===== config.mk =====
export PLATFORM = sky130hd
export DESIGN_NAME = lsu_mem_stage
export DESIGN_NICKNAME = d
export VERILOG_FILES = /design/src/rtl/lsu_mem_stage_pkg.sv /design/src/rtl/lsu_mem_stage_load_align.sv /design/src/rtl/lsu_mem_stage.sv
export SDC_FILE = /design/constraint.sdc
export NUM_CORES = 1
export LEC_CHECK = 0
export CORE_UTILIZATION = 44
export CTS_CLUSTER_DIAMETER = 80
export DETAILED_ROUTE_END_ITERATION = 10
export PLACE_DENSITY = 0.81
export SETUP_SLACK_MARGIN = 0.15
export SYNTH_ARGS = -nofsm -noshare
export SYNTH_HDL_FRONTEND = slang
export SYNTH_SLANG_ARGS = --single-unit

===== constraint.sdc =====
create_clock -name clock -period 4 [get_ports clock]
set_clock_uncertainty 0.05 [all_clocks]
set_input_delay 0.6 -clock clock [delete_from_list [all_inputs] [get_ports clock]]
set_output_delay 0.6 -clock clock [all_outputs]
set_load 0.01 [all_outputs]

===== src/rtl/lsu_mem_stage_pkg.sv =====
`default_nettype none
// ============================================================================
// Module      : lsu_mem_stage_pkg
// Description : Shared definitions for the MEM-stage load/store unit.
//               Holds the RV32I load/store width codes, the data width,
//               the LSU state encoding, the registered request record and
//               a misalignment helper.
//               Optional feature macro: LSU_MISALIGN_TRAP_EN. The macro is
//               not referenced here; the helper is used only when it is set.
// Revision    : 1.0 - initial release
// ============================================================================
package lsu_mem_stage_pkg;

    localparam int XLEN = 32;

    // funct3 width/sign codes (loads and stores share the encoding space)
    localparam logic [2:0] FUNCT3_LB  = 3'b000;
    localparam logic [2:0] FUNCT3_LH  = 3'b001;
    localparam logic [2:0] FUNCT3_LW  = 3'b010;
    localparam logic [2:0] FUNCT3_LBU = 3'b100;
    localparam logic [2:0] FUNCT3_LHU = 3'b101;
    localparam logic [2:0] FUNCT3_SB  = 3'b000;
    localparam logic [2:0] FUNCT3_SH  = 3'b001;
    localparam logic [2:0] FUNCT3_SW  = 3'b010;

    // LSU state encoding
    localparam logic [1:0] ST_IDLE   = 2'd0;
    localparam logic [1:0] ST_ACCESS = 2'd1;
    localparam logic [1:0] ST_RESP   = 2'd2;

    // Request captured at the EX/MEM handshake
    typedef struct packed {
        logic        we;
        logic [2:0]  funct3;
        logic [31:0] addr;
        logic [31:0] wdata;
        logic [4:0]  rd;
    } lsu_req_t;

    // Halfwords need addr[0]=0; words (and the undefined codes, which act
    // as words) need both low bits clear. Bytes are never misaligned.
    function automatic logic is_misaligned(input logic [2:0] funct3,
                                           input logic [1:0] addr_lo);
        case (funct3)
            FUNCT3_LB, FUNCT3_LBU: is_misaligned = 1'b0;
            FUNCT3_LH, FUNCT3_LHU: is_misaligned = addr_lo[0];
            default:               is_misaligned = (addr_lo != 2'b00);
        endcase
    endfunction

endpackage
`default_nettype wire


===== src/rtl/lsu_mem_stage_load_align.sv =====
`default_nettype none
// ============================================================================
// Module      : lsu_mem_stage_load_align
// Description : Combinational load aligner. Picks the addressed byte or
//               halfword out of the dcache word and sign/zero-extends it.
//               Undefined funct3 codes pass the whole word through.
// Ports       : rdata    in  32  dcache word
//               addr_lo  in  2   byte offset within the word
//               funct3   in  3   load width/sign code
//               load_val out 32  extended load value
// Revision    : 1.0 - initial release
// ============================================================================
module lsu_mem_stage_load_align
    import lsu_mem_stage_pkg::*;
(
    input  logic [31:0] rdata,
    input  logic [1:0]  addr_lo,
    input  logic [2:0]  funct3,
    output logic [31:0] load_val
);

    logic [7:0]  w_byte;
    logic [15:0] w_half;

    always_comb begin
        w_byte = rdata[{addr_lo, 3'b000} +: 8];
        // addr[0] is ignored for halfwords: a misaligned halfword is
        // silently aligned down unless the trap build blocks it upstream.
        w_half = addr_lo[1] ? rdata[31:16] : rdata[15:0];
        case (funct3)
            FUNCT3_LB:  load_val = {{24{w_byte[7]}}, w_byte};
            FUNCT3_LBU: load_val = {24'h0, w_byte};
            FUNCT3_LH:  load_val = {{16{w_half[15]}}, w_half};
            FUNCT3_LHU: load_val = {16'h0, w_half};
            FUNCT3_LW:  load_val = rdata;
            default:    load_val = rdata;
        endcase
    end

endmodule
`default_nettype wire


===== src/rtl/lsu_mem_stage.sv =====
`default_nettype none
// ============================================================================
// Module      : lsu_mem_stage
// Description : MEM-stage load/store unit. Accepts one request per
//               handshake, performs a single dcache access one cycle later
//               and presents the result to WB until it is taken.
//               IDLE -> ACCESS -> RESP -> (ACCESS | IDLE).
//               Optional feature macro: LSU_MISALIGN_TRAP_EN. When defined,
//               misaligned halfword/word accesses skip the dcache write and
//               report resp_misalign=1 with zero data and rd.
// Ports       : clock, reset (async, active-high)
//               req_valid/req_ready/req_we/req_funct3/req_addr/req_wdata/
//               req_rd      - request from EX/MEM
//               resp_valid/resp_ready/resp_data/resp_rd[/resp_misalign]
//                           - result to WB
//               dc_addr/dc_rdata/dc_we/dc_be/dc_wdata - dcache port
// Revision    : 1.0 - initial release
// ============================================================================
module lsu_mem_stage
    import lsu_mem_stage_pkg::*;
#(
    parameter int          XLEN    = 32,
    parameter logic [31:0] DC_BASE = 32'h0000_0000
) (
    input  logic            clock,
    input  logic            reset,
    input  logic            req_valid,
    output logic            req_ready,
    input  logic            req_we,
    input  logic [2:0]      req_funct3,
    input  logic [XLEN-1:0] req_addr,
    input  logic [XLEN-1:0] req_wdata,
    input  logic [4:0]      req_rd,
    output logic            resp_valid,
    input  logic            resp_ready,
    output logic [XLEN-1:0] resp_data,
    output logic [4:0]      resp_rd,
`ifdef LSU_MISALIGN_TRAP_EN
    output logic            resp_misalign,
`endif
    output logic [XLEN-1:0] dc_addr,
    input  logic [XLEN-1:0] dc_rdata,
    output logic            dc_we,
    output logic [3:0]      dc_be,
    output logic [XLEN-1:0] dc_wdata
);

    logic [1:0]      r_state;
    logic [1:0]      w_state_nxt;
    lsu_req_t        r_req;
    logic [XLEN-1:0] r_resp_data;
    logic [4:0]      r_resp_rd;
    logic            w_accept;
    logic [XLEN-1:0] w_offs;
    logic [XLEN-1:0] w_load_val;
    logic [3:0]      w_st_be;
    logic [XLEN-1:0] w_st_wdata;
    logic            w_block;

`ifdef LSU_MISALIGN_TRAP_EN
    logic            r_resp_misalign;
    logic            w_misalign;

    assign w_misalign    = is_misaligned(r_req.funct3, r_req.addr[1:0]);
    assign w_block       = w_misalign;
    assign resp_misalign = r_resp_misalign;
`else
    assign w_block       = 1'b0;
`endif

    assign w_accept   = req_valid & req_ready;
    // Window-relative address; wraps modulo 2^32 below DC_BASE by design.
    assign w_offs     = r_req.addr - DC_BASE;
    assign resp_valid = (r_state == ST_RESP);
    assign resp_data  = r_resp_data;
    assign resp_rd    = r_resp_rd;

    lsu_mem_stage_load_align u_load_align (
        .rdata    (dc_rdata),
        .addr_lo  (r_req.addr[1:0]),
        .funct3   (r_req.funct3),
        .load_val (w_load_val)
    );

    // ---------------------------------------------------------------- state
    always_ff @(posedge clock or posedge reset) begin
        if (reset) begin
            r_state <= ST_IDLE;
        end else begin
            r_state <= w_state_nxt;
        end
    end

    always_comb begin
        w_state_nxt = r_state;
        case (r_state)
            ST_IDLE:   if (req_valid) w_state_nxt = ST_ACCESS;
            ST_ACCESS: w_state_nxt = ST_RESP;
            ST_RESP:   if (resp_ready) w_state_nxt = req_valid ? ST_ACCESS : ST_IDLE;
            default:   w_state_nxt = ST_IDLE;
        endcase
    end

    // ------------------------------------------------- store lane building
    always_comb begin
        w_st_be    = 4'b1111;
        w_st_wdata = r_req.wdata;
        case (r_req.funct3)
            FUNCT3_SB, FUNCT3_LBU: begin
                w_st_be    = 4'b0001 << r_req.addr[1:0];
                w_st_wdata = {24'h0, r_req.wdata[7:0]} << {r_req.addr[1:0], 3'b000};
            end
            FUNCT3_SH, FUNCT3_LHU: begin
                w_st_be    = r_req.addr[1] ? 4'b1100 : 4'b0011;
                w_st_wdata = r_req.addr[1] ? {r_req.wdata[15:0], 16'h0}
                                           : {16'h0, r_req.wdata[15:0]};
            end
            FUNCT3_SW: begin
                w_st_be    = 4'b1111;
                w_st_wdata = r_req.wdata;
            end
            default: begin
                w_st_be    = 4'b1111;
                w_st_wdata = r_req.wdata;
            end
        endcase
    end

    // -------------------------------------------------------------- outputs
    // Driven straight from the state register so an async reset during
    // ACCESS drops dc_we immediately.
    always_comb begin
        req_ready = 1'b0;
        dc_addr   = '0;
        dc_we     = 1'b0;
        dc_be     = 4'b0000;
        dc_wdata  = '0;
        case (r_state)
            ST_IDLE: req_ready = 1'b1;
            ST_ACCESS: begin
                dc_addr = {w_offs[XLEN-1:2], 2'b00};
                if (r_req.we && !w_block) begin
                    dc_we    = 1'b1;
                    dc_be    = w_st_be;
                    dc_wdata = w_st_wdata;
                end
            end
            ST_RESP: req_ready = resp_ready;
            default: req_ready = 1'b0;
        endcase
    end

    // ------------------------------------------------------ request capture
    always_ff @(posedge clock or posedge reset) begin
        if (reset) begin
            r_req <= '0;
        end else if (w_accept) begin
            r_req.we     <= req_we;
            r_req.funct3 <= req_funct3;
            r_req.addr   <= req_addr;
            r_req.wdata  <= req_wdata;
            r_req.rd     <= req_rd;
        end
    end

    // ----------------------------------------------------- response capture
    // Loaded once at the end of ACCESS and then held through RESP.
    always_ff @(posedge clock or posedge reset) begin
        if (reset) begin
            r_resp_data <= '0;
            r_resp_rd   <= '0;
        end else if (r_state == ST_ACCESS) begin
            if (r_req.we || w_block) begin
                r_resp_data <= '0;
                r_resp_rd   <= '0;
            end else begin
                r_resp_data <= w_load_val;
                r_resp_rd   <= r_req.rd;
            end
        end
    end

`ifdef LSU_MISALIGN_TRAP_EN
    always_ff @(posedge clock or posedge reset) begin
        if (reset) begin
            r_resp_misalign <= 1'b0;
        end else if (r_state == ST_ACCESS) begin
            r_resp_misalign <= w_misalign;
        end
    end
`endif

endmodule
`default_nettype wire

### Word-level counts from Yosys, hierarchy flattened

Cells that the tools add are included.

* equality and inequality tests: 7
* shifts and indexed selects: 3
* reduce and logical (&&, ||, !) cells: 5
* bitwise gates (word level): 1
* multiplexer cells: 20

Operators with widths (count)
* 32-bit two-way mux: 5
* 32-bit case mux with 4 select lines: 1
* 32-bit case mux with 2 select lines: 1
* 32-bit by 6-bit indexed part select with 8-bit output: 1
* 8-bit by 5-bit left shift with 32-bit output: 1
* 16-bit two-way mux: 1
* 4-bit two-way mux: 3
* 4-bit case mux with 2 select lines: 1
* 3-bit == test (second input constant): 2
* 2-bit case mux with 3 select lines: 1
* 5-bit two-way mux: 1
* 2-bit two-way mux: 2
* 2-bit OR reduction: 2
* 1-bit by 2-bit left shift with 4-bit output (first input constant): 1
* 3-bit by 1-bit == test with 1-bit output (second input constant): 1
* 3-bit logical NOT: 1
* 1-bit two-way mux: 3
* 2-bit by 1-bit == test with 1-bit output (second input constant): 1
* 2-bit == test (second input constant): 1
* 2-bit logical NOT: 1
* 2-bit by 1-bit != test with 1-bit output (second input constant): 1
* 2-bit != test (second input constant): 1
* 1-bit case mux with 2 select lines: 1
* 2-bit AND reduction: 1
* 1-bit bitwise AND: 1

* word-level logic and storage cells: 44
* register bits: 112
* output and inout bits: 108
* input bits: 109

### Depth between registers and ports, before layout

* depth in word-level cells: 5
* mapped depth: 7
* gate-level depth less buffers: 4

### Hierarchy

A second synthesis with hierarchy kept.

* cell total of the unflattened synthesis: 548
* area total of the unflattened synthesis: 6247.2 um2

Modules (own cells, without submodules)
* lsu_mem_stage: area an instance 5401.4 um2, times used 1, seq. area each 2802.7 um2, cells each 452
* lsu_mem_stage_load_align: area an instance 845.8 um2, times used 1, seq. area each 0.0 um2, cells each 96

### Least setup slack after synthesis

Ideal clock, no wire load.

* path type: register to output
* from: reg r_req[70] (netlist name)
* to: out dc_wdata[10]
* cell stages (with the launch flop): 6
* required time: 3.350 ns
* data arrival time: 1.606 ns
* slack: 1.744 ns
* buffers on the path: 1
* cell sequence: dfrtp_1 buf_4 or3b_2 nor2_1 a22oi_1 nor2_1

* longest elaborated chain between the ends: 5
* elaborated cells between the ends (all ways): 9
* classes of those cells: eq/ne (3); mux (3); reduce/logical (3)

RTL lines
* 3-bit by 1-bit == test with 1-bit output, or another cell as far along: RTL line lsu_mem_stage.sv:108 `case (r_req.funct3)`
* 2-bit OR reduction: RTL line lsu_mem_stage.sv:108
* 32-bit case mux with 2 select lines *: RTL line lsu_mem_stage.sv:108
* 32-bit two-way mux *: RTL line lsu_mem_stage.sv:142 `if (r_req.we && !w_block) begin`
* 32-bit two-way mux *: RTL line lsu_mem_stage.sv:138 `case (r_state)`
* to (decl): RTL line lsu_mem_stage.sv:45 `output logic [XLEN-1:0] dc_wdata`

Mark *: on every way between the ends. The rest lies on a longest branch, timed or not.

### Worst setup path in the final report

* from: reg r_req[70] (netlist name)
* to: out dc_wdata[29]

* longest elaborated chain between the ends: 5
* elaborated cells between the ends (all ways): 9
* classes of those cells: eq/ne (3); mux (3); reduce/logical (3)

RTL lines (RTL line)
* 3-bit by 1-bit == test with 1-bit output, or another cell as far along: lsu_mem_stage.sv:108
* 2-bit OR reduction: lsu_mem_stage.sv:108
* 32-bit case mux with 2 select lines *: lsu_mem_stage.sv:108
* 32-bit two-way mux *: lsu_mem_stage.sv:142
* 32-bit two-way mux *: lsu_mem_stage.sv:138

Marks and branches as above.

==> flow_summary_export.csv <==
group,metric,value,unit
layout,n_fill_cell,951,
timing,fmax,0.276,GHz
pwr,power_switching,0.00139,W
layout,multi_input_area,0.00243,mm²
pwr,ir_drop,272,µV
routing,via_per_inst,5.55,
clocking,cts_hold_buf,0,
outcome,status,"finished clean",
floorplan,die-height,113,µm
layout,syn_to_final_growth,46.7,%
synthesis,syn_inst,486,
synthesis,synthFlopType,"dfrtp_1",
setup_path,path_class,"reg -> out",
global_routing,grt_use_met2,0.431,
floorplan,fp-row-count,40,
layout,final_cell_mix,"214 x clkdlybuf4s50_1, 112 x dfrtp_1, 74 x mux2_2",
global_routing,grt_util_met1,0.331,
routing,wl_per_cell,19.1,µm
clocking,clkSlewWorstSetupHoldPaths,0.07,ns
synthesis,yosysSeqAreaShare,0.514,
placed_design,dp_hpwl,11900,µm
global_routing,grt_pass1_vias,4760,
global_routing,overflow,0,
routing,antenna_left,0,
pwr,p_clk_frac,0.223,
synthesis,syn-mean-instance-area,11.2,µm²
routing,drt_iter0_drc,269,
clocking,cts_num_sinks,112,
global_routing,met3_usage,0.0637,
timing,slew_headroom,0.253,
floorplan,die_area,0.0128,mm²
routing,dr.pass1.iters,5,
synthesis,synth.distinct_cells,42,
timing,hold_viol,0,
routing,num_vias,4702,
floorplan,io_pins,217,
pwr,pwr-share-seq,0.399,
routing,drc,0,
setup_path,slowest_stage,"dfrtp_1",
setup_path,worstPathArrival,2.98,ns
synthesis,syn-cell-area,0.00545,mm²
synthesis,yosys_warnings,0,
setup_path,critPathLaunchType,"flip-flop",
global_routing,grt_use_total,0.260,
synthesis,synthArstFlopShare,1.00,
pwr,p_sw_frac,0.317,
floorplan,die_w,113,µm
global_routing,grt_max_degree,75,
setup_path,end_kind,"output pin",
floorplan,core_area,0.0121,mm²
layout,nets,784,
layout,drive_above_1_share,0.168,
clocking,root_buffer,"clkbuf_16",
placed_design,routabilityCongestion,0.857,
synthesis,synth_seq_cells,112,
worst_hold_path,hp-class,"reg -> reg",
setup_path,slowest_delay,0.60,ns
clocking,cts_buffers,9,
timing,setup_ws,0.370,ns
pwr,comb_power_share,0.379,
timing,tightest_slew,1.11,ns
timing,fin_crit,3.63,ns
pwr,power_density,550,mW/mm²
layout,layout_commonest_cell,"clkdlybuf4s50_1",
clocking,insertion_delay,0.35,ns
clocking,post_cts_resized,0,
layout,ff_latch_area,0.00280,mm²
setup_path,critical_path_peak_fanout,18,
timing,rsz0062_at_grt,"false",
clocking,clockBufferDepth,2,
placed_design,place_ws,0.792,ns
layout,n_antenna_cell,0,
setup_path,required,3.35,ns
synthesis,synth_edf_count,0,
timing,finalSetupViolations,0,
job,drv_cap,0,
global_routing,grt_antenna_before_repair,2,
clocking,postCtsSetupBuffers,0,
global_routing,grt_busiest_layer,"met2",
placed_design,port_buffers,214,
pwr,internal_power,0.00300,W
routing,wl,16200,µm
timing,fin_crit_sh,0.907,
floorplan,start_util,0.452,
pwr,p_leak,3.27,nW
timing,slew_violations,0,
setup_path,path_cells,"or3b_2 -> nor2_1 -> nand2_1 -> a31oi_1 -> clkdlybuf4s50_1",
clocking,cts_htree_levels,3,
timing,final.setup.tns,0,ns
clocking,cts_tree,"yes",
global_routing,grt_first_pass_wirelength,25800,µm
-- cells by family after synthesis --
family,Yosys count,share of synthesized area
AO/OA/AOI/OAI,102,0.146
buffers and inverters,51,0.0416
flip-flops,112,0.514
multiplexers,81,0.166
other,1,0.000688
AND/OR/NAND/NOR,139,0.131
-- cells in the mapped netlist (3+ instances only) --
cell / number / share of area
buf_2: 9 / 0.0083
a221oi_1: 7 / 0.011
a31oi_1: 8 / 0.0092
nand2_1: 35 / 0.024
nor2_1: 27 / 0.019
nand2b_1: 3 / 0.0034
a32oi_1: 6 / 0.0096
o21ai_0: 9 / 0.0083
clkbuf_1: 30 / 0.021
nor2b_1: 7 / 0.0080
inv_1: 5 / 0.0034
mux2i_1: 7 / 0.013
a21o_1: 5 / 0.0069
nand3b_1: 5 / 0.0069
mux2_2: 74 / 0.15
o211ai_1: 6 / 0.0083
a22o_1: 6 / 0.0096
nand3_1: 8 / 0.0073
dfrtp_1: 112 / 0.51
a21oi_1: 15 / 0.014
and3_1: 6 / 0.0069
a22oi_1: 16 / 0.022
a221o_1: 7 / 0.013
buf_4: 4 / 0.0055
a221o_2: 10 / 0.021
and2_1: 41 / 0.047
-- metrics by stage --
stage          total power (W)  hold WS, ns  cells  utilization  cell area [µm²]
5_1_grt                0.00464        0.458    847        0.663             8000
3_3_place_gp           0.00337        0.404    832        0.636             7670
2_1_floorplan          0.00259        0.422    487            -             5450
4_1_cts                0.00442        0.434    847        0.663             8000
3_5_place_dp           0.00343        0.418    832        0.636             7670
6_report               0.00440        0.431    847        0.663             8000
-- layout make-up --
type / instances / area share
repair buffers: 222 / 0.275
well taps: 168 / 0.0263
clock inverters: 3 / 0.00814
multi-input cells: 324 / 0.304
inverters: 6 / 0.00313
clock buffers: 12 / 0.0321
flip-flops and latches: 112 / 0.350
-- power by group through the flow --
stage	sequential (W)	combinational [W]	clock, W
after global placement	0.00174	0.00163	0
after global routing	0.00181	0.00179	0.00104
final	0.00175	0.00167	0.000979
after floorplan	0.00175	0.000844	0
after detailed placement	0.00177	0.00167	0
after CTS	0.00175	0.00167	0.000999
-- worst max-delay path: cells and delay by family, from the launching register on --
family | cells | cell delay, ns
DFF | 1 | 0.60
AOI/OAI and AO/OA | 1 | 0.22
and+or+nand+nor | 3 | 1.23
buffers and inverters | 1 | 0.58
-- flip-flops by register name (all words and copies together), names as in the netlist --
| register | cells |
|---|---|
| resp_rd | 5 |
| resp_data | 32 |
| r_state | 2 |
| r_req | 73 |
-- worst paths after layout --
kind | endpoint | depth (start not counted) | startpoint | slack, ns
setup / recovery | dc_wdata[29] | 5 | r_req[70] | 0.37
hold / removal | resp_rd[2] | 2 | resp_rd[2] | 0.43
setup reg to reg | resp_data[16] | 3 | r_req[70] | 1.11
hold reg to reg | resp_rd[2] | 2 | resp_rd[2] | 0.43
max in group asynchronous | r_req[63] | 3 | reset | 2.30
min in group asynchronous | r_req[68] | 2 | reset | 0.74
-- layer usage --
| layer | part of all wire | vias to the layer above |
|---|---|---|
| li1 | - | 2127 |
| met1 | 0.41 | 2356 |
| met2 | 0.50 | 185 |
| met3 | 0.066 | 30 |
| met4 | 0.020 | 4 |
| met5 | 0.0014 | - |
(Power assumes the default switching activity.)
